[config.mk]
export PLATFORM = sky130hd
export DESIGN_NAME = instruction_fetch
export DESIGN_NICKNAME = d
export VERILOG_FILES = /design/src/rtl/cpu_pkg.sv /design/src/rtl/fetch_queue.sv /design/src/rtl/instruction_fetch.sv
export SDC_FILE = /design/constraint.sdc
export NUM_CORES = 1
export LEC_CHECK = 0
export BUFFER_PORTS_ARGS = -buffer_cell sky130_fd_sc_hd__buf_2
export CAP_MARGIN = 40
export CORE_MARGIN = 1
export CORE_UTILIZATION = 55
export DETAILED_ROUTE_END_ITERATION = 8
export GPL_ROUTABILITY_DRIVEN = 0
export GPL_TIMING_DRIVEN = 1
export PLACE_DENSITY_LB_ADDON = 0.05
export SYNTH_ARGS = -nofsm -noshare
export SYNTH_HDL_FRONTEND = slang
export SYNTH_SLANG_ARGS = --single-unit
[constraint.sdc]
create_clock -name clock -period 15.58 [get_ports clock]
set_input_delay 0.779 -clock clock [delete_from_list [all_inputs] [get_ports clock]]
set_output_delay 0.779 -clock clock [all_outputs]
set_load 0.01 [all_outputs]
[src/rtl/cpu_pkg.sv]
// Shared CPU definitions: datapath width, canonical NOP, reset PC and the
// {pc, instr} entry carried from fetch to decode.
package cpu_pkg;

   localparam int XLEN = 32;
   localparam logic [XLEN-1:0] INSTR_NOP        = 32'h0000_0013;
   localparam logic [XLEN-1:0] RESET_PC_DEFAULT = 32'h0000_0000;

   typedef struct packed {
      logic [XLEN-1:0] pc;
      logic [XLEN-1:0] instr;
   } fetch_entry_t;

   // Instruction fetches are always word aligned; low address bits are dropped.
   function automatic logic [XLEN-1:0] align_word(input logic [XLEN-1:0] addr);
      return addr & ~XLEN'(3);
   endfunction

endpackage

[src/rtl/fetch_queue.sv]
// Synchronous FIFO with push/pop/flush and an occupancy count; DEPTH must be a
// power of two so the pointers wrap naturally.
module fetch_queue #(
   parameter  int DEPTH = 2,
   parameter  int WIDTH = 32,
   localparam int AW    = $clog2(DEPTH),
   localparam int CW    = $clog2(DEPTH + 1)
) (
   input  logic             clock,
   input  logic             reset,
   input  logic             push,
   input  logic [WIDTH-1:0] push_data,
   input  logic             pop,
   input  logic             flush,
   output logic [WIDTH-1:0] head,
   output logic [CW-1:0]    count
);

   logic [WIDTH-1:0] mem [DEPTH];
   logic [AW-1:0]    rd_ptr;
   logic [AW-1:0]    wr_ptr;
   logic             do_push;
   logic             do_pop;

   assign do_pop  = pop && (count != '0);
   assign do_push = push && ((count != CW'(DEPTH)) || do_pop);
   assign head    = mem[rd_ptr];

   // NOTE: sequential state uses non-blocking assignments so every register
   // samples the pre-edge values of its neighbours.
   always_ff @(posedge clock or posedge reset) begin
      if (reset) begin
         rd_ptr <= '0;
         wr_ptr <= '0;
         count  <= '0;
      end else if (flush) begin
         rd_ptr <= '0;
         wr_ptr <= '0;
         count  <= '0;
      end else begin
         if (do_push) wr_ptr <= wr_ptr + AW'(1);
         if (do_pop)  rd_ptr <= rd_ptr + AW'(1);
         count <= count + CW'(do_push) - CW'(do_pop);
      end
   end

   // NOTE: storage is deliberately not reset; count alone decides which
   // entries are meaningful, so the array can map onto plain RAM/flops.
   always_ff @(posedge clock) begin
      if (do_push) mem[wr_ptr] <= push_data;
   end

endmodule

[src/rtl/instruction_fetch.sv]
// RV32I fetch stage: owns the PC, issues credit-limited word fetches, tags them
// with their PC, buffers responses and flushes/discards on redirect.
module instruction_fetch
   import cpu_pkg::*;
#(
   parameter logic [31:0] RESET_PC    = RESET_PC_DEFAULT,
   parameter int          QUEUE_DEPTH = 2
) (
   input  logic        clock,
   input  logic        reset,
   input  logic        redirect_valid,
   input  logic [31:0] redirect_pc,
   output logic        imem_req_valid,
   output logic [31:0] imem_req_addr,
   input  logic        imem_req_ready,
   input  logic        imem_resp_valid,
   input  logic [31:0] imem_resp_data,
   output logic [31:0] instruction,
   output logic [31:0] instruction_pc,
   output logic        instruction_valid,
   input  logic        instruction_ready
);

   localparam int            CW      = $clog2(QUEUE_DEPTH + 1);
   localparam logic [CW:0]   DEPTH_C = (CW + 1)'(QUEUE_DEPTH);

   logic [XLEN-1:0] pc;
   logic [CW-1:0]   drop;
   logic [CW-1:0]   outstanding;
   logic [CW-1:0]   iq_count;
   logic [XLEN-1:0] tag_head;
   fetch_entry_t    iq_head;
   fetch_entry_t    iq_entry;
   logic            handshake;
   logic            req_fire;
   logic            resp_keep;
   logic [CW:0]     in_use;

   assign handshake = instruction_valid && instruction_ready;
   assign req_fire  = imem_req_valid && imem_req_ready;
   assign resp_keep = imem_resp_valid && !redirect_valid && (drop == '0);
   assign iq_entry  = '{pc: tag_head, instr: imem_resp_data};

   // An entry leaving the queue this cycle frees its credit immediately, which
   // is what lets a 1-cycle memory sustain one instruction per cycle.
   assign in_use = {1'b0, iq_count} + {1'b0, outstanding} - {{CW{1'b0}}, handshake};

   assign imem_req_valid    = !reset && !redirect_valid && (in_use < DEPTH_C);
   assign imem_req_addr     = pc;
   assign instruction_valid = (iq_count != '0);

   // NOTE: every output of a combinational block gets a default first, so no
   // path leaves it unassigned and no latch is inferred.
   always_comb begin
      instruction    = INSTR_NOP;
      instruction_pc = RESET_PC;
      if (instruction_valid) begin
         instruction    = iq_head.instr;
         instruction_pc = iq_head.pc;
      end
   end

   always_ff @(posedge clock or posedge reset) begin
      if (reset) begin
         pc   <= RESET_PC;
         drop <= '0;
      end else if (redirect_valid) begin
         pc   <= align_word(redirect_pc);
         drop <= outstanding - CW'(imem_resp_valid);
      end else begin
         if (req_fire) pc <= pc + 32'd4;
         if (imem_resp_valid && (drop != '0)) drop <= drop - CW'(1);
      end
   end

   // Tag FIFO occupancy is the outstanding-request count; it is never flushed
   // because stale responses still arrive and must retire their tags.
   fetch_queue #(
      .DEPTH (QUEUE_DEPTH),
      .WIDTH (XLEN)
   ) u_tag_fifo (
      .clock     (clock),
      .reset     (reset),
      .push      (req_fire),
      .push_data (pc),
      .pop       (imem_resp_valid),
      .flush     (1'b0),
      .head      (tag_head),
      .count     (outstanding)
   );

   fetch_queue #(
      .DEPTH (QUEUE_DEPTH),
      .WIDTH ($bits(fetch_entry_t))
   ) u_instr_queue (
      .clock     (clock),
      .reset     (reset),
      .push      (resp_keep),
      .push_data (iq_entry),
      .pop       (handshake),
      .flush     (redirect_valid),
      .head      (iq_head),
      .count     (iq_count)
   );

endmodule

==> impl_metrics.toml, run 1 <==
[drt]
drt-met1-wl_um = 7980
drc = 0
via_count = 5839
firstDrtPassIters = 5
wl_met3_um = 1170
vias_per_cell = 5.57
wire_per_inst_um = 17.9
postRouteAntennaNets = 0
met2_length_um = 9090
top_layer_used = "met4"
dr.first_iter.drc_count = 572
wirelength_um = 18800

[clock_network]
cts_hold_buffers = 0
h-tree-depth = 1
cts_root_buf = "clkbuf_16"
path_clk_slew_ns = 0.06
cts-resized-gates = 0
cts_made_buffers = 24
cts_tree = "done"
post_cts_buffers = 0
clk_latency_ns = 0.51
cts_sinks = 224
clockBufferDepth = 3

[cells_and_area]
drive_above_1_share_pct = 30.1
syn_to_final_growth_pct = 20.4
final_cells = 1048
nets = 891
antenna_cells = 0
fin_util_pct = 67.8

[synth]
synth_top_area_share_pct = 59.1
synth_top_family_by_area = "multiplexers"
yosysSeqAreaShare_pct = 69.9
synth_largest_area_cell = "edfxtp_1"
synth_xor_area_share_pct = 1.13
synthSimpleGateAreaFrac_pct = 10.0
synthAdderAreaFrac_pct = 1.42
synth_seq_cells = 224
synth-compound-area-share_pct = 4.78
yosysMostFrequentCell = "edfxtp_1"
async_flop_share_pct = 17.9
synth_ff_type = "edfxtp_1"
synthMuxAreaShare_pct = 10.5
netlist_instances = 643
synth_cell_types = 53
synth_edf_count = 184
avgSynthCellArea_um2 = 14.5
syn_area_um2 = 9340
synth_area_leaders = "edfxtp_1, dfrtp_1, mux2i_1"
yosys_warnings = 0
synth_common_cells = "edfxtp_1, nor2_1, mux2i_1"

[timing]
fin_crit_sh_pct = 25.6
fin_hold_ws_ns = 0.396
hold_viol = 0
fmax_mhz = 251
drv_slew = 0
slew_headroom_pct = 45.1
setup_viol = 0
min_period_ns = 3.98
tns_ns = 0
rsz0062_at_grt = "false"
worst_pin_slew_ns = 0.823
fin_skew_ns = 0.0204

[global_routing]
grt_start_max_net_pins = 60
grt_pass1_vias = 5792
antenna_found_initial = 0
grt_usage_pct = 21.8
globalRouteOverflowTotal = 0
grt_pass1_wl_um = 29800

[die]
top_level_ports = 168
die_w_um = 132
core_um2 = 16600
dieHeight_um = 132
rows = 47
die_area_um2 = 17500
start_util_pct = 56.3

[setup_path]
critPathLaunchType = "flip-flop"
timing.rr.start = "u_instr_queue.count[0]"
critPathKind = "flip-flop to output port"
crit_path_start = "u_instr_queue.count[0]"
crit_fanout = 5
crit_required_ns = 14.80
end_kind = "output port"
worst_ep_arrival_time_ns = 3.21

[power_and_ir_drop]
pwr_density_cell_nw_per_um2 = 161
ir_worst_vdd_uv = 121
total_power_mw = 1.81
leakage_nw = 4.18

[outcome]
status = "completed"

[placement]
dp_hpwl_um = 12200
port_buffers = 161
dp.cells = 1005

[flow_run]
max_cap_viol_count = 0

[hold_path]
hp-class = "primary input to asynchronous set/reset pin"
metrics by stage:
| stage | setup slack, ns | cell area, µm² |
|---|---|---|
| after detailed placement | 11.52 | 10500 |
| after CTS | 11.59 | 11200 |
| after floorplan | 7.80 | 9350 |
| final | 11.60 | 11200 |
| after global routing | 11.42 | 11200 |
| after global placement | 11.58 | 10400 |
registers in the layout (all words and copies together), names as in the netlist:
name	flops
u_tag_fifo.wr_ptr	1
drop	2
imem_req_addr	30
u_tag_fifo.rd_ptr	1
u_instr_queue.mem	124
u_instr_queue.rd_ptr	1
u_tag_fifo.mem	60
u_instr_queue.wr_ptr	1
u_instr_queue.count	2
u_tag_fifo.count	2
logic make-up after synthesis:
logic type,count (synthesis)
compound gates,61
fa+ha+maj,10
simple gates,191
xor+xnor,12
flops,224
mux,94
other cells,1
buf+inv,50
layout by cell type, fill, tap and decap left out, drive strengths merged, types with 10 or more instances in the layout:
cell type    n
mux2i       63
buf        173
nand2       29
clkbuf      31
edfxtp     184
dfrtp       40
nand4       10
nor2        82
or4         15
nand3       15
mux2        31
a31oi       13
o21ai       13
inv         15
layout make-up:
| cell class | instances | area [µm²] |
|---|---|---|
| inverters | 16 | 60.1 |
| clock inverters | 12 | 140 |
| repair buffers | 173 | 956 |
| fillers | 1233 | 5340 |
| well taps | 220 | 275 |
| flip-flops and latches | 224 | 6530 |
| clock buffers | 31 | 648 |
| multi-input cells | 372 | 2640 |
where the power goes:
part	internal (mW)	total, mW	switching (mW)
combinational	0.200	0.477	0.277
clock	0.343	0.558	0.215
sequential	0.728	0.779	0.0513
total	1.27	1.81	0.543
worst max-delay path: stages (launching register included):
cell     delay, ns
dfrtp_1       0.42
nor2_4        0.13
inv_1         0.14
and2_1        0.24
ha_1          0.28
inv_1         0.08
nand2_1       0.07
fa_1          0.50
or3b_4        0.41
nor2_1        0.24
buf_2         0.18
worst paths after layout:
kind,slack (ns),endpoint,cells past startpoint
worst max register to register,11.63,imem_req_addr[19],11
worst min register to register,0.52,u_tag_fifo.wr_ptr,1
worst min-delay path,0.40,u_instr_queue.count[1],2
worst max-delay path,11.60,imem_req_valid,10
max in group asynchronous,14.38,imem_req_addr[18],3
min in group clock,0.47,u_instr_queue.mem[0][27],1
per-layer routing:
layer | track usage (%) | vias to the layer above
met5 | 0 | -
met2 | 35.8 | 201
met3 | 3.58 | 34
met1 | 29.2 | 2825
met4 | 8.56 | 0
li1 | - | 2779
No activity file was read; power rests on OpenSTA's default activity.
==> inputs of run 2 (changes only) <==
==> constraint.sdc (replaced) <==
create_clock -name clock -period 4.1 [get_ports clock]
set_input_delay 0.205 -clock clock [delete_from_list [all_inputs] [get_ports clock]]
set_output_delay 0.205 -clock clock [all_outputs]
set_load 0.01 [all_outputs]
==> impl_metrics.toml, run 2 (synthesis results as in run 1) <==
[cells_and_area]
fillers = 1199
largest_register = "u_instr_queue.mem"
antenna_cells = 0
fin_util_pct = 70.7
layout_common_cells = "edfxtp_1, buf_2, nor2_1"
final_common_cell = "edfxtp_1"
nets = 947
drive_above_1_share_pct = 28.3
largest_register_ffs = 124
syn_to_final_growth_pct = 25.6

[clock_network]
clockBufferDepth = 3
h-tree-depth = 1
cts-resized-gates = 0
path_clk_slew_ns = 0.06
cts_sinks = 224
clk_latency_ns = 0.49
cts_made_buffers = 23
cts_tree = "done"
cts_root_buf = "clkbuf_16"

[drt]
drt-met1-wl_um = 7780
firstDrtPassIters = 4
wire_per_inst_um = 17.3
postRouteAntennaNets = 0
met2_length_um = 9510
dr.first_iter.drc_count = 373
wl_met3_um = 1300
vias_per_cell = 5.46
top_layer_used = "met4"
wirelength_um = 19100
via_count = 6017
drc = 0

[setup_path]
crit_chain = "nor2_4 > inv_1 > and2_1 > ha_1 > inv_1 > nand2_1 > fa_1 > or3b_4 > or4_1 > or4_1 > a31oi_1"
crit_fanout = 19
critPathMaxStageDelay_ns = 0.79
end_kind = "flip-flop"
critPathKind = "flip-flop to flip-flop"
critPathLaunchType = "flip-flop"
cp_slowest_cell = "or4_1"
critical_path.top_delay_family = "simple AND/OR/NAND/NOR gates"
path_buf_inv = 2
crit_required_ns = 4.50
worst_ep_arrival_time_ns = 4.23

[timing]
setup_viol = 0
hold_viol = 0
drv_slew = 0
fin_skew_ns = 0.00644
fmax_mhz = 262
fin_crit_sh_pct = 93.3
rsz0062_at_grt = "false"
tns_ns = 0
slew_headroom_pct = 53.0
worst_pin_slew_ns = 0.699
fin_hold_ws_ns = 0.0139
min_period_ns = 3.82

[die]
core_um2 = 16600
die_w_um = 132
rows = 47
start_util_pct = 56.3
die_area_um2 = 17500
top_level_ports = 168
dieHeight_um = 132

[power_and_ir_drop]
ir_worst_vdd_uv = 459
pwr_density_cell_nw_per_um2 = 576
leakage_nw = 4.38
total_power_mw = 6.76

[global_routing]
grt_pass1_vias = 6172
grt_pass1_wl_um = 30500
antenna_found_initial = 0
grt_usage_pct = 22.1
globalRouteOverflowTotal = 0
grt_start_max_net_pins = 60

[outcome]
status = "completed"

[flow_run]
max_cap_viol_count = 0

[hold_path]
hp-class = "primary input to flip-flop"

[placement]
port_buffers = 161
dp_hpwl_um = 12300
==> run 2: where the power goes <==
part / switching, mW / internal, mW / total [mW] / leakage [nW]
sequential: 0.209 / 2.77 / 2.97 / 2.13
combinational: 1.02 / 0.801 / 1.82 / 1.90
clock: 0.817 / 1.15 / 1.97 / 0.349
==> run 2: cell type report <==
cell class	instances	area, µm²	area share, %
Clock buffer	24	579	4.94
Clock inverter	16	136	1.16
Inverter	16	60.1	0.512
Multi-Input combinational cell	372	2650	22.5
Sequential cell	224	6530	55.7
Tap cell	220	275	2.35
Timing Repair Buffer	230	1510	12.8
==> run 2: worst reg2reg max path, stage by stage, from the launching register on <==
cell and delay [ns]:
dfrtp_1 0.41, nor2_4 0.12, inv_1 0.09, and2_1 0.21, ha_1 0.28, inv_1 0.07
nand2_1 0.07, fa_1 0.50, or3b_4 0.41, or4_1 0.79, or4_1 0.58, a31oi_1 0.20
==> run 2: per-layer routing <==
layer / track usage (%) / vias up
met5: 0 / -
met2: 38.9 / 204
met1: 26.7 / 2892
met3: 4.69 / 41
li1: - / 2880
met4: 8.56 / 0
==> run 2: stage by stage <==
| step | setup WS [ns] | cell area [µm²] | instances |
|---|---|---|---|
| after CTS | 0.270 | 11700 | 1102 |
| after global placement | 0.386 | 10400 | 1002 |
| after global routing | 0.0715 | 11700 | 1102 |
| after floorplan | -0.476 | 9370 | 646 |
| after detailed placement | 0.285 | 10500 | 1006 |
| final | 0.277 | 11700 | 1102 |
==> run 2: worst paths after layout <==
kind	cells after the start	end	startpoint	slack (ns)
min reg2reg	1	u_tag_fifo.wr_ptr	u_tag_fifo.wr_ptr	0.52
max	11	imem_req_addr[19]	u_instr_queue.count[0]	0.28
min in group asynchronous	3	imem_req_addr[11]	reset	0.22
max reg2reg	11	imem_req_addr[19]	u_instr_queue.count[0]	0.28
max in group asynchronous	4	u_instr_queue.rd_ptr	reset	3.10
min	3	imem_req_addr[14]	redirect_pc[14]	0.01
==> run 2: timing repair <==
| item | in CTS | in global routing |
|---|---|---|
| hold endpoints to repair | 93 | 0 |
| buffers inserted | 0 | 0 |
| hold buffers | 56 | 0 |
==> inputs of run 3 (changes only) <==
--- a/config.mk
+++ b/config.mk
@@ -7,7 +7,7 @@
 export LEC_CHECK = 0
 export BUFFER_PORTS_ARGS = -buffer_cell sky130_fd_sc_hd__buf_2
 export CAP_MARGIN = 40
-export CORE_MARGIN = 1
+export CORE_MARGIN = 5
 export CORE_UTILIZATION = 55
 export DETAILED_ROUTE_END_ITERATION = 8
 export GPL_ROUTABILITY_DRIVEN = 0
==> impl_metrics.toml, run 3 (synthesis results as in run 1) <==
[outcome]
status = "completed"

[die]
dieHeight_um = 140
top_level_ports = 168
rows = 47
die_w_um = 140
start_util_pct = 56.1
core_um2 = 16600
die_area_um2 = 19700

[power_and_ir_drop]
power.internal_mw = 4.63
swShare_pct = 30.5
comb_power_share_pct = 28.4
p_sw_mw = 2.03
seqPwrFrac_pct = 44.2
ir_worst_vdd_uv = 363
pwr_density_cell_nw_per_um2 = 568
leakage_nw = 4.39
pwr-share-clk_pct = 27.4

[global_routing]
antenna_found_initial = 0
grt_pass1_vias = 6326
grt_start_max_net_pins = 63
grt_pass1_wl_um = 32200
globalRouteOverflowTotal = 0
grt_usage_pct = 20.1

[setup_path]
worst_ep_arrival_time_ns = 4.26
end_kind = "flip-flop"
r2r_end = "imem_req_addr[21]"
crit_fanout = 19
critPathLaunchType = "flip-flop"
cp_slowest_cell = "or4_1"
timing.rr.start = "u_instr_queue.count[0]"
critPathMaxStageDelay_ns = 0.79
crit_required_ns = 4.51
crit_chain = "nor2_4 > inv_1 > and2_1 > ha_1 > inv_1 > nand2_1 > fa_1 > or3b_4 > or4_1 > or4_1 > a31oi_1"
reg2reg_depth = 11
crit_path_start = "u_instr_queue.count[0]"
critPathKind = "flip-flop to flip-flop"
r2r_slack_ns = 0.25

[clock_network]
h-tree-depth = 1
clk_latency_ns = 0.50
clockBufferDepth = 3
post_cts_buffers = 0
cts_tree = "done"
path_clk_slew_ns = 0.06
cts_root_buf = "clkbuf_16"
cts_sinks = 224
cts_made_buffers = 23
cts-resized-gates = 0

[drt]
wire_per_inst_um = 18.0
wirelength_um = 20000
drt-met1-wl_um = 7890
via_count = 6127
dr.first_iter.drc_count = 383
vias_per_cell = 5.54
drc = 0
met2_length_um = 10200
wl_met3_um = 1320
firstDrtPassIters = 5
postRouteAntennaNets = 0
top_layer_used = "met4"

[timing]
slew_headroom_pct = 41.5
hold_viol = 0
setup_viol = 0
drv_slew = 0
min_period_ns = 3.85
rsz0062_at_grt = "false"
fin_crit_sh_pct = 93.8
worst_pin_slew_ns = 0.878
fmax_mhz = 260
post-route-worst-setup-slack_ns = 0.255
fin_skew_ns = 0.00812

[cells_and_area]
largest_register = "u_instr_queue.mem"
drive_above_1_share_pct = 27.7
nets = 950
antenna_cells = 0
final_common_cell = "edfxtp_1"
layout_common_cells = "edfxtp_1, buf_2, nor2_1"
syn_to_final_growth_pct = 25.6
largest_register_ffs = 124
fin_util_pct = 70.5

[placement]
port_buffers = 161
post-place-ws_ns = 0.283
dp_hpwl_um = 12900

[hold_path]
hold_path_depth = 3
hold_path_end = "imem_req_addr[18]"
hp-class = "primary input to flip-flop"
min_from = "redirect_pc[18]"

[flow_run]
max_cap_viol_count = 0
-- run 3: cell count changes in the layout (fill, tap and decap cells not counted), sizes merged --
| cell | change |
|---|---|
| buf | +2 |
| bufinv | -2 |
| clkbuf | +6 |
| clkinv | -3 |
| clkinvlp | -2 |
| dlygate4sd3 | +1 |
| inv | +2 |
-- run 3: timing repair --
action,4_1_cts,5_1_grt
hold buffers,57,0
endpoints found under the hold margin,110,0
setup endpoints to repair,0,0
-- run 3: power groups by stage --
| stage | clock (mW) | sequential, mW | combinational, mW |
|---|---|---|---|
| finish | 1.82 | 2.95 | 1.89 |
| global route | 1.98 | 2.97 | 2.10 |
| CTS | 1.87 | 2.94 | 1.94 |
| detailed placement | 0 | 2.99 | 1.89 |
| global placement | 0 | 3.07 | 1.68 |
| floorplan | 0 | 2.93 | 1.22 |
-- run 3: critical path, delay by kind of cell, from the launching register on --
| family | cells | cell delay, ns |
|---|---|---|
| flops | 1 | 0.41 |
| buf+inv | 2 | 0.17 |
| fa+ha+maj | 2 | 0.79 |
| compound gates | 1 | 0.19 |
| simple gates | 6 | 2.20 |
-- run 3: how the worst max path moves through the flow --
stage	end	slack [ns]
2_1_floorplan	u_tag_fifo.mem[0][10]	-0.48
3_3_place_gp	imem_req_addr[31]	0.38
3_5_place_dp	imem_req_addr[21]	0.28
4_1_cts	imem_req_addr[21]	0.25
5_1_grt	imem_req_addr[21]	0.04
6_report	imem_req_addr[21]	0.25
-- run 3: metrics by stage --
step / hold slack, ns / setup TNS, ns / total power, mW / area, µm² / cells
2_1_floorplan: 0.304 / -28.54 / 4.16 / 9370 / 646
3_3_place_gp: 0.393 / 0 / 4.75 / 10400 / 1003
3_5_place_dp: 0.181 / 0 / 4.87 / 10500 / 1008
4_1_cts: 0.000210 / 0 / 6.75 / 11700 / 1106
5_1_grt: 0.000714 / 0 / 7.04 / 11700 / 1106
6_report: 0.0144 / 0 / 6.66 / 11700 / 1106
-- run 3: final cells by class --
class | count | area [µm²]
fillers | 1146 | 4910
flip-flops and latches | 224 | 6530
inverters | 16 | 60.1
clock buffers | 30 | 602
multi-input cells | 372 | 2650
repair buffers | 233 | 1570
clock inverters | 11 | 55.1
well taps | 220 | 275
-- run 3: per-layer routing --
metal | vias up | global-route usage (%)
li1 | 2899 | -
met1 | 2974 | 25.5
met2 | 212 | 34.8
met3 | 42 | 4.12
met4 | 0 | 6.63
met5 | - | 0
